[src/rtl/poly_arith_pkg.sv]
// Shared types and constants for the NTT-domain pointwise product path.
// The gamma table is generated at elaboration from the pair index and q.
package poly_arith_pkg;

  localparam int unsigned Q            = 3329;
  localparam int unsigned MONT_R_LOG2  = 16;
  localparam int unsigned N_COEFFS_DEF = 256;
  localparam int unsigned COEFF_BITS   = 16;

  typedef logic [COEFF_BITS-1:0] coeff_t;

  typedef struct packed {
    coeff_t c0;
    coeff_t c1;
  } pair_t;

  function automatic int unsigned bitrev7(input int unsigned i);
    int unsigned r;
    r = 0;
    for (int unsigned b = 0; b < 7; b++) begin
      r = (r << 1) | ((i >> b) & 1);
    end
    return r;
  endfunction

  // gamma_i = 17^(2*BitRev7(i)+1) mod q, lifted into the Montgomery domain.
  function automatic coeff_t gamma_mont(input int unsigned i);
    int unsigned e;
    int unsigned g;
    e = 2 * bitrev7(i) + 1;
    g = 1;
    for (int unsigned n = 0; n < e; n++) begin
      g = (g * 17) % Q;
    end
    return coeff_t'((g << MONT_R_LOG2) % Q);
  endfunction

  localparam coeff_t BCM_GAMMA_MONT [0:127] = '{
    gamma_mont(0),   gamma_mont(1),   gamma_mont(2),   gamma_mont(3),
    gamma_mont(4),   gamma_mont(5),   gamma_mont(6),   gamma_mont(7),
    gamma_mont(8),   gamma_mont(9),   gamma_mont(10),  gamma_mont(11),
    gamma_mont(12),  gamma_mont(13),  gamma_mont(14),  gamma_mont(15),
    gamma_mont(16),  gamma_mont(17),  gamma_mont(18),  gamma_mont(19),
    gamma_mont(20),  gamma_mont(21),  gamma_mont(22),  gamma_mont(23),
    gamma_mont(24),  gamma_mont(25),  gamma_mont(26),  gamma_mont(27),
    gamma_mont(28),  gamma_mont(29),  gamma_mont(30),  gamma_mont(31),
    gamma_mont(32),  gamma_mont(33),  gamma_mont(34),  gamma_mont(35),
    gamma_mont(36),  gamma_mont(37),  gamma_mont(38),  gamma_mont(39),
    gamma_mont(40),  gamma_mont(41),  gamma_mont(42),  gamma_mont(43),
    gamma_mont(44),  gamma_mont(45),  gamma_mont(46),  gamma_mont(47),
    gamma_mont(48),  gamma_mont(49),  gamma_mont(50),  gamma_mont(51),
    gamma_mont(52),  gamma_mont(53),  gamma_mont(54),  gamma_mont(55),
    gamma_mont(56),  gamma_mont(57),  gamma_mont(58),  gamma_mont(59),
    gamma_mont(60),  gamma_mont(61),  gamma_mont(62),  gamma_mont(63),
    gamma_mont(64),  gamma_mont(65),  gamma_mont(66),  gamma_mont(67),
    gamma_mont(68),  gamma_mont(69),  gamma_mont(70),  gamma_mont(71),
    gamma_mont(72),  gamma_mont(73),  gamma_mont(74),  gamma_mont(75),
    gamma_mont(76),  gamma_mont(77),  gamma_mont(78),  gamma_mont(79),
    gamma_mont(80),  gamma_mont(81),  gamma_mont(82),  gamma_mont(83),
    gamma_mont(84),  gamma_mont(85),  gamma_mont(86),  gamma_mont(87),
    gamma_mont(88),  gamma_mont(89),  gamma_mont(90),  gamma_mont(91),
    gamma_mont(92),  gamma_mont(93),  gamma_mont(94),  gamma_mont(95),
    gamma_mont(96),  gamma_mont(97),  gamma_mont(98),  gamma_mont(99),
    gamma_mont(100), gamma_mont(101), gamma_mont(102), gamma_mont(103),
    gamma_mont(104), gamma_mont(105), gamma_mont(106), gamma_mont(107),
    gamma_mont(108), gamma_mont(109), gamma_mont(110), gamma_mont(111),
    gamma_mont(112), gamma_mont(113), gamma_mont(114), gamma_mont(115),
    gamma_mont(116), gamma_mont(117), gamma_mont(118), gamma_mont(119),
    gamma_mont(120), gamma_mont(121), gamma_mont(122), gamma_mont(123),
    gamma_mont(124), gamma_mont(125), gamma_mont(126), gamma_mont(127)
  };

endpackage

[src/rtl/base_case_mul.sv]
// Degree-one base-case product (c0,c1) = (a0+a1X)(b0+b1X) mod (X^2-zeta), times R^-1.
// Signed Montgomery arithmetic; outputs are representatives in (-2q,2q).
module base_case_mul
  import poly_arith_pkg::*;
(
  input  coeff_t a0,
  input  coeff_t a1,
  input  coeff_t b0,
  input  coeff_t b1,
  input  coeff_t zeta,
  output coeff_t c0,
  output coeff_t c1
);

  localparam logic signed [31:0] QINV = -32'sd3327;
  localparam logic signed [31:0] QS   = 32'sd3329;

  function automatic logic signed [15:0] mont_reduce(input logic signed [31:0] x);
    logic signed [15:0] t;
    logic signed [31:0] tw;
    logic signed [31:0] r;
    t  = 16'(x * QINV);
    tw = t;
    r  = x - tw * QS;
    return 16'(r >>> 16);
  endfunction

  logic signed [31:0] sa0, sa1, sb0, sb1, sz;
  logic signed [15:0] m00, m11, mz, m01;

  always_comb begin
    sa0 = 32'($signed(a0));
    sa1 = 32'($signed(a1));
    sb0 = 32'($signed(b0));
    sb1 = 32'($signed(b1));
    sz  = 32'($signed(zeta));
    m00 = mont_reduce(sa0 * sb0);
    m11 = mont_reduce(sa1 * sb1);
    mz  = mont_reduce(32'(m11) * sz);
    m01 = mont_reduce(sa0 * sb1 + sa1 * sb0);
    c0  = coeff_t'(m00 + mz);
    c1  = coeff_t'(m01);
  end

endmodule

[src/rtl/bcm_stream_engine_rom.sv]
// Pair-index to Montgomery-domain gamma lookup, purely combinational.
module bcm_zeta_rom
  import poly_arith_pkg::*;
(
  input  logic [6:0] idx,
  output coeff_t     zeta
);

  always_comb zeta = BCM_GAMMA_MONT[idx];

endmodule

[src/rtl/bcm_stream_engine.sv]
// Streams A,B coefficient beats into base-case pairs and serialises the
// (c0,c1) results back out one coefficient per beat.
module bcm_stream_engine
  import poly_arith_pkg::*;
#(
  parameter int unsigned N_COEFFS = N_COEFFS_DEF,
  parameter int unsigned COEFF_W  = COEFF_BITS
) (
  input  logic               clk,
  input  logic               rst,
  input  logic               in_valid_i,
  output logic               in_ready_o,
  input  logic [COEFF_W-1:0] a_i,
  input  logic [COEFF_W-1:0] b_i,
  output logic               out_valid_o,
  input  logic               out_ready_i,
  output logic [COEFF_W-1:0] c_o,
  output logic               out_last_o,
  output logic               busy_o
);

  localparam int unsigned KW = $clog2(N_COEFFS);

  logic [KW-1:0] k_cnt, j_cnt;
  coeff_t        a0_q, b0_q;
  logic          half_q, full_q, ph_q;
  pair_t         out_buf;

  logic          in_fire, out_fire;
  logic [6:0]    zeta_idx;
  coeff_t        zeta, c0_new, c1_new;

  always_comb begin
    zeta_idx    = 7'(k_cnt >> 1);
    // An odd beat may overwrite the buffer only if it is empty or its last word leaves now.
    in_ready_o  = !k_cnt[0] || !full_q || (ph_q && out_ready_i);
    in_fire     = in_valid_i && in_ready_o;
    out_valid_o = full_q;
    out_fire    = full_q && out_ready_i;
    c_o         = ph_q ? out_buf.c1 : out_buf.c0;
    out_last_o  = full_q && (j_cnt == KW'(N_COEFFS - 1));
    busy_o      = half_q || full_q;
  end

  bcm_zeta_rom u_rom (
    .idx  (zeta_idx),
    .zeta (zeta)
  );

  base_case_mul u_core (
    .a0   (a0_q),
    .a1   (a_i),
    .b0   (b0_q),
    .b1   (b_i),
    .zeta (zeta),
    .c0   (c0_new),
    .c1   (c1_new)
  );

  always_ff @(posedge clk or posedge rst) begin
    if (rst) begin
      k_cnt   <= '0;
      j_cnt   <= '0;
      a0_q    <= '0;
      b0_q    <= '0;
      half_q  <= 1'b0;
      full_q  <= 1'b0;
      ph_q    <= 1'b0;
      out_buf <= '0;
    end else begin
      if (out_fire) begin
        ph_q  <= ~ph_q;
        j_cnt <= j_cnt + KW'(1);
        if (ph_q) full_q <= 1'b0;
      end
      // Placed after the drain logic so a same-edge refill overrides full_q/ph_q.
      if (in_fire) begin
        k_cnt <= k_cnt + KW'(1);
        if (!k_cnt[0]) begin
          a0_q   <= a_i;
          b0_q   <= b_i;
          half_q <= 1'b1;
        end else begin
          out_buf <= '{c0: c0_new, c1: c1_new};
          full_q  <= 1'b1;
          half_q  <= 1'b0;
          ph_q    <= 1'b0;
        end
      end
    end
  end

endmodule

[config.mk]
export PLATFORM = sky130hd
export DESIGN_NAME = bcm_stream_engine
export DESIGN_NICKNAME = d
export VERILOG_FILES = /design/src/rtl/poly_arith_pkg.sv /design/src/rtl/base_case_mul.sv /design/src/rtl/bcm_stream_engine_rom.sv /design/src/rtl/bcm_stream_engine.sv
export SDC_FILE = /design/constraint.sdc
export NUM_CORES = 2
export LEC_CHECK = 0
export CAP_MARGIN = 20
export CORE_AREA = 2 2 391 393
export DETAILED_ROUTE_END_ITERATION = 6
export DIE_AREA = 0 0 393 395
export PLACE_DENSITY_LB_ADDON = 0.15
export SLEW_MARGIN = 5
export SYNTH_ARGS = -nofsm -noshare
export SYNTH_HDL_FRONTEND = slang
export SYNTH_SLANG_ARGS = --single-unit
[constraint.sdc]
create_clock -name clk -period 15.21 [get_ports clk]
set_input_delay 4.563 -clock clk [delete_from_list [all_inputs] [get_ports clk]]
set_output_delay 4.563 -clock clk [all_outputs]
set_load 0.05 [all_outputs]
**Word-level counts from Yosys, hierarchy flattened**

Memories as Yosys holds them, arrays and structs flattened.
Index checks and enable logic that the tools add are counted.

- Bits in registers: 83
- Memory bits (read-only): 2048
- Input bits: 36
- Output and inout bits: 20
- Word-level logic and storage cells: 58
- Memories: 1

Memories:

| memory | depth | width | rd ports | clocked after Yosys merged registers in | write ports | RTL line | text |
|---|---|---|---|---|---|---|---|
| (no name shown) | 128 | 16 | 1 | 0 | 0 | bcm_stream_engine_rom.sv:9 | `always_comb zeta = BCM_GAMMA_MONT[idx];` |

- $add $sub $neg: 8
- Multipliers: 13
- Magnitude comparators: 1
- Equality and inequality tests: 1
- Muxes and demuxes: 11
- Bitwise gates (word level): 3
- Reduce and logical (&&, ||, !) cells: 11

Operators by type and width:

| cell | count |
|---|---|
| $mul A16 B16 Y32 | 5 |
| $mul A32 B13 Y16 const B | 4 |
| $mul A16 B13 Y29 const B | 4 |
| $sub A32 B32 Y32 | 3 |
| $mux W16 | 3 |
| $add A32 B32 Y32 | 1 |
| $sub A32 B29 Y32 | 1 |
| $add A16 B16 Y16 | 1 |
| $add A8 B1 Y8 const B | 2 |
| $eq A8 B8 Y1 const B | 1 |
| $ge A8 B8 Y1 const B | 1 |
| $mux W1 | 8 |
| $not A7 Y8 | 1 |
| $logic_and A1 B1 Y1 | 4 |
| $reduce_and A2 Y1 | 2 |
| $logic_or A1 B1 Y1 | 3 |
| $logic_not A1 Y1 | 2 |
| $not A1 Y1 | 2 |

**Logic depth before layout (Yosys ltp)**

- Depth in word-level cells: 9
- Depth in mapped cells: 109
- Gate-level depth less buffers: 107

**Modules after synthesis**

A second synthesis with hierarchy kept.

- Cell total of the unflattened synthesis: 7743
- Area total of the unflattened synthesis: 71695.0 µm²

Modules (own cells, without submodules):

| module | instances | cells an instance | area an instance (µm²) | seq. area each (µm²) |
|---|---|---|---|---|
| base_case_mul | 1 | 7119 | 65664.2 | 0.0 |
| bcm_stream_engine | 1 | 229 | 3498.4 | 2052.0 |
| bcm_zeta_rom | 1 | 395 | 2532.4 | 0.0 |

**Worst setup path after synthesis**

OpenSTA, ideal clock, no wires.

- Path type: input port to flip-flop
- From: input a_i[11]
- To: register out_buf[31] (netlist name)
- Library setup time: 0.076 ns
- Arrival time: 28.133 ns
- Data required time: 15.134 ns
- Path slack: -13.000 ns
- Stages on the path: 98
- Path buffers: 2
- Cell sequence: clkbuf_1 -> nand2_1 -> fa_1 -> inv_1 -> fa_1 -> fa_1 -> fa_1 -> fa_1 -> inv_1 -> fa_1 -> inv_1 -> ha_1 -> nand3_1 -> a211oi_1 -> nor3_1 -> xnor2_1 -> fa_1 -> ha_1 -> [... 62 more ...] -> ha_1 -> nand2_1 -> nor2_1 -> nand3_1 -> a311o_1 -> o21ai_0 -> a21oi_1 -> xnor2_1 -> ha_1 -> or3_1 -> o21ai_0 -> a21oi_1 -> a21oi_1 -> o21ai_0 -> xnor2_1 -> xnor2_1 -> xnor3_1 -> o21ai_1

- Longest elaborated chain between the ends: 9

RTL lines:

| what | RTL line | text |
|---|---|---|
| start, declared | bcm_stream_engine.sv:13 | `input logic [COEFF_W-1:0] a_i,` |
| $mul A16 B16 Y32 * | base_case_mul.sv:38 | `m11 = mont_reduce(sa1 * sb1);` |
| $mul A32 B13 Y16 | base_case_mul.sv:22 | `t = 16'(x * QINV);` |
| $mul A16 B13 Y29 | base_case_mul.sv:24 | `r = x - tw * QS;` |
| $sub A32 B29 Y32 * | base_case_mul.sv:24 |  |
| $mul A16 B16 Y32 * | base_case_mul.sv:39 | `mz = mont_reduce(32'(m11) * sz);` |
| $mul A32 B13 Y16 | base_case_mul.sv:22 |  |
| $mul A16 B13 Y29 | base_case_mul.sv:24 |  |
| $sub A32 B32 Y32 * | base_case_mul.sv:24 |  |
| $add A16 B16 Y16 * | base_case_mul.sv:41 | `c0 = coeff_t'(m00 + mz);` |
| end signal, assigned | bcm_stream_engine.sv:84 | `out_buf <= '{c0: c0_new, c1: c1_new};` |
| end, declared | bcm_stream_engine.sv:27 | `pair_t out_buf;` |

Mark *: on every way between the ends. The rest lies on a longest branch, timed or not.
A chain may end at the register's enable or synchronous reset.

**Worst setup path in the final report**

- From: input b_i[8]
- To: register out_buf[31] (netlist name)

- Longest elaborated chain between the ends: 9

RTL lines:

| what | RTL line | text |
|---|---|---|
| start, declared | bcm_stream_engine.sv:14 | `input logic [COEFF_W-1:0] b_i,` |
| $mul A16 B16 Y32 * | base_case_mul.sv:38 |  |
| $mul A32 B13 Y16 | base_case_mul.sv:22 |  |
| $mul A16 B13 Y29 | base_case_mul.sv:24 |  |
| $sub A32 B29 Y32 * | base_case_mul.sv:24 |  |
| $mul A16 B16 Y32 * | base_case_mul.sv:39 |  |
| $mul A32 B13 Y16 | base_case_mul.sv:22 |  |
| $mul A16 B13 Y29 | base_case_mul.sv:24 |  |
| $sub A32 B32 Y32 * | base_case_mul.sv:24 |  |
| $add A16 B16 Y16 * | base_case_mul.sv:41 |  |

Marks and branches as above.

==> results.json <==
{
  "die_area_um2": 155000,
  "cts_buffers": 9,
  "cts_tree": "yes",
  "rows": 143,
  "multiInputGateArea_um2": 60700,
  "antenna_left": 0,
  "rrSetupSlack_ns": 0.43,
  "port_buffers": 55,
  "slowest_delay_ns": 0.56,
  "synth_nets": 9913,
  "violations": "negative setup slack",
  "ys_async_sr_fraction_pct": 100,
  "worst_pin_slew_ns": 1.01,
  "synth_top_cell_by_area": "fa_1",
  "fin_nets": 10600,
  "cts.htree.levels": 3,
  "wl_mm": 184,
  "critPathKind": "primary input to register",
  "fmax_mhz": 38.7,
  "ff_latch_area_um2": 2050,
  "ys_top_cells_by_count": "inv_1, fa_1, ha_1",
  "grt_pass1_vias": 56100,
  "antenna_found_initial": 5,
  "die_w_um": 393,
  "fillCellCount": 14000,
  "placed_cells": 10100,
  "post_dp_cell_area_um2": 77100,
  "area_growth_pct": 18.5,
  "status": "finished, violations left",
  "worst_r2r_path_depth": 66,
  "post_route_cells_drive_above_1_share_pct": 17.9,
  "slew_headroom_pct": 32.5,
  "synth_most_common_cell": "inv_1",
  "drt-vias-per-instance": 5.05,
  "coreArea_um2": 151000,
  "synth-seq-cells": 82,
  "min_from": "j_cnt[5]",
  "rr_endpoint": "out_buf[31]",
  "ys.flop_type": "dfrtp_1",
  "yosys_warnings": 0,
  "grt_pass1_wl_mm": 301,
  "cap_violations": 0,
  "cp_max_fo": 8,
  "clk_pin_slew_ns": 0.08,
  "dpl.hpwl_mm": 156,
  "avgSynthCellArea_um2": 9.03,
  "final_cells": 10300,
  "ys_types": 83,
  "dp_slack_ns": -11.94,
  "finalHoldViolations": 0,
  "synth_seq_area_share_pct": 3.03,
  "drt_pass1_iterations": 5,
  "gp_congestion": 0.899,
  "cts_buffer_depth": 2,
  "wl_per_cell_um": 17.9,
  "dr_total_vias": 51800,
  "whs_endpoint": "j_cnt[5]",
  "synth_edf_count": 0,
  "critPathRequiredTime_ns": 15.53,
  "setup_ws_ns": -10.64,
  "post-route-period-util_pct": 170,
  "min_path_type": "register to register",
  "slew_viol_final": 0,
  "track_usage_pct": 24.4,
  "boundaryPins": 56,
  "final.min_clock_period_ns": 25.85,
  "rsz0062_at_grt": "true",
  "gr-total-overflow": 0,
  "synthTopCellsByArea": "fa_1, ha_1, inv_1",
  "start_util_pct": 44.8,
  "postSynthCellCount": 7496,
  "synth_top_cell_area_share_pct": 42.9,
  "end_kind": "register",
  "fin_area_um2": 80200,
  "chipHeight_um": 395,
  "grt_max_degree": 81,
  "arrival_ns": 26.16,
  "finalSetupViolCount": 30,
  "clk_latency_ns": 0.39,
  "cts_sinks": 82,
  "drc": 0,
  "cts-root-buf": "clkbuf_16",
  "cp-start-kind": "primary input",
  "worstHoldPathCells": 1,
  "critical_path.slowest_cell": "fa_1",
  "fin_skew_ns": 0.0146,
  "syn-cell-area_um2": 67700,
  "crit_path_frequent_cell": "fa_1",
  "r2r-start": "k_cnt[1]",
  "first_iter_violations": 2274
}
[flip-flops by register name, summed over array words and instances (netlist names)]
register,cells
out_buf,32
b0_q,16
a0_q,16
out_valid_o,1
ph_q,1
j_cnt,8
k_cnt,8
[worst max-delay path: cells and delay by family]
family | cells | cell delay (ns)
simple gates | 7 | 0.61
xor+xnor | 18 | 3.06
fa+ha+maj | 34 | 13.14
buf+inv | 13 | 1.56
compound gates | 19 | 3.15
[cell usage in the layout (no fill, tap or decap), drive strengths merged, types with 47 or more instances in the layout]
| cell | netlist | final |
|---|---|---|
| nand2 | 793 | 793 |
| fa | 1450 | 1450 |
| and2 | 407 | 407 |
| o21ai | 175 | 175 |
| xor2 | 112 | 112 |
| mux2 | 52 | 52 |
| a21oi | 248 | 248 |
| inv | 1751 | 1752 |
| ha | 931 | 931 |
| buf | 20 | 957 |
| a21o | 80 | 80 |
| nand3 | 47 | 47 |
| nand2b | 105 | 105 |
| nor2 | 290 | 290 |
| xnor2 | 235 | 235 |
| dfrtp | 82 | 82 |
[worst max-delay path by stage]
stage | depth (start not counted) | end | slack, ns | startpoint
global route | 111 | out_buf[31] | -11.67 | b_i[3]
global placement | 99 | out_buf[31] | -11.70 | a_i[7]
CTS | 104 | out_buf[31] | -10.73 | b_i[5]
detailed placement | 99 | out_buf[31] | -11.94 | a_i[7]
finish | 91 | out_buf[31] | -10.64 | b_i[8]
floorplan | 102 | out_buf[31] | -11.03 | a_i[7]
[area by class of cell]
| class | count | area share (%) |
|---|---|---|
| Antenna cell | 2 | 0.00624 |
| Clock buffer | 9 | 0.281 |
| Clock inverter | 7 | 0.101 |
| Inverter | 1754 | 8.25 |
| Multi-Input combinational cell | 5376 | 75.6 |
| Sequential cell | 82 | 2.56 |
| Tap cell | 2030 | 3.17 |
| Timing Repair Buffer | 1001 | 10.0 |
[cells by family (layout without fill, tap and decap cells)]
family,after synthesis,in the layout,synth area share [%]
buffers and inverters,2038,2771,11.3
adders and majority gates,2381,2381,60.1
xor gates and xnor gates,350,350,4.65
and+or+nand+nor,1806,1806,12.6
muxes,64,64,1.12
other,0,2,0
AOI/OAI and AO/OA,775,775,7.29
DFF,82,82,3.03
[per-layer routing]
metal	GRT usage (%)	vias to the layer above	wire, um
li1	-	24200	-
met1	33.8	26300	82700
met2	41.7	1123	89200
met3	2.49	204	8570
met4	4.13	2	3330
met5	0	-	13
[timing repair]
action                     CTS  global route
pin swaps                  152           258
setup endpoints to repair   32            32
hold buffers                 0             0
gates cloned                 4             1
setup buffers               53            53
gates resized for setup    289           228
[metrics by stage]
stage / hold slack, ns / utilization (%) / TNS (ns)
2_1_floorplan: 0.434 / - / -160.91
3_3_place_gp: 0.457 / 51.0 / -202.76
3_5_place_dp: 0.460 / 51.0 / -206.50
4_1_cts: 0.471 / 52.1 / -169.26
5_1_grt: 0.477 / 53.1 / -187.18
6_report: 0.462 / 53.1 / -166.32
Power is not shown: default switching activity piles up to over one toggle a cycle in this logic, so the estimate is an artifact.
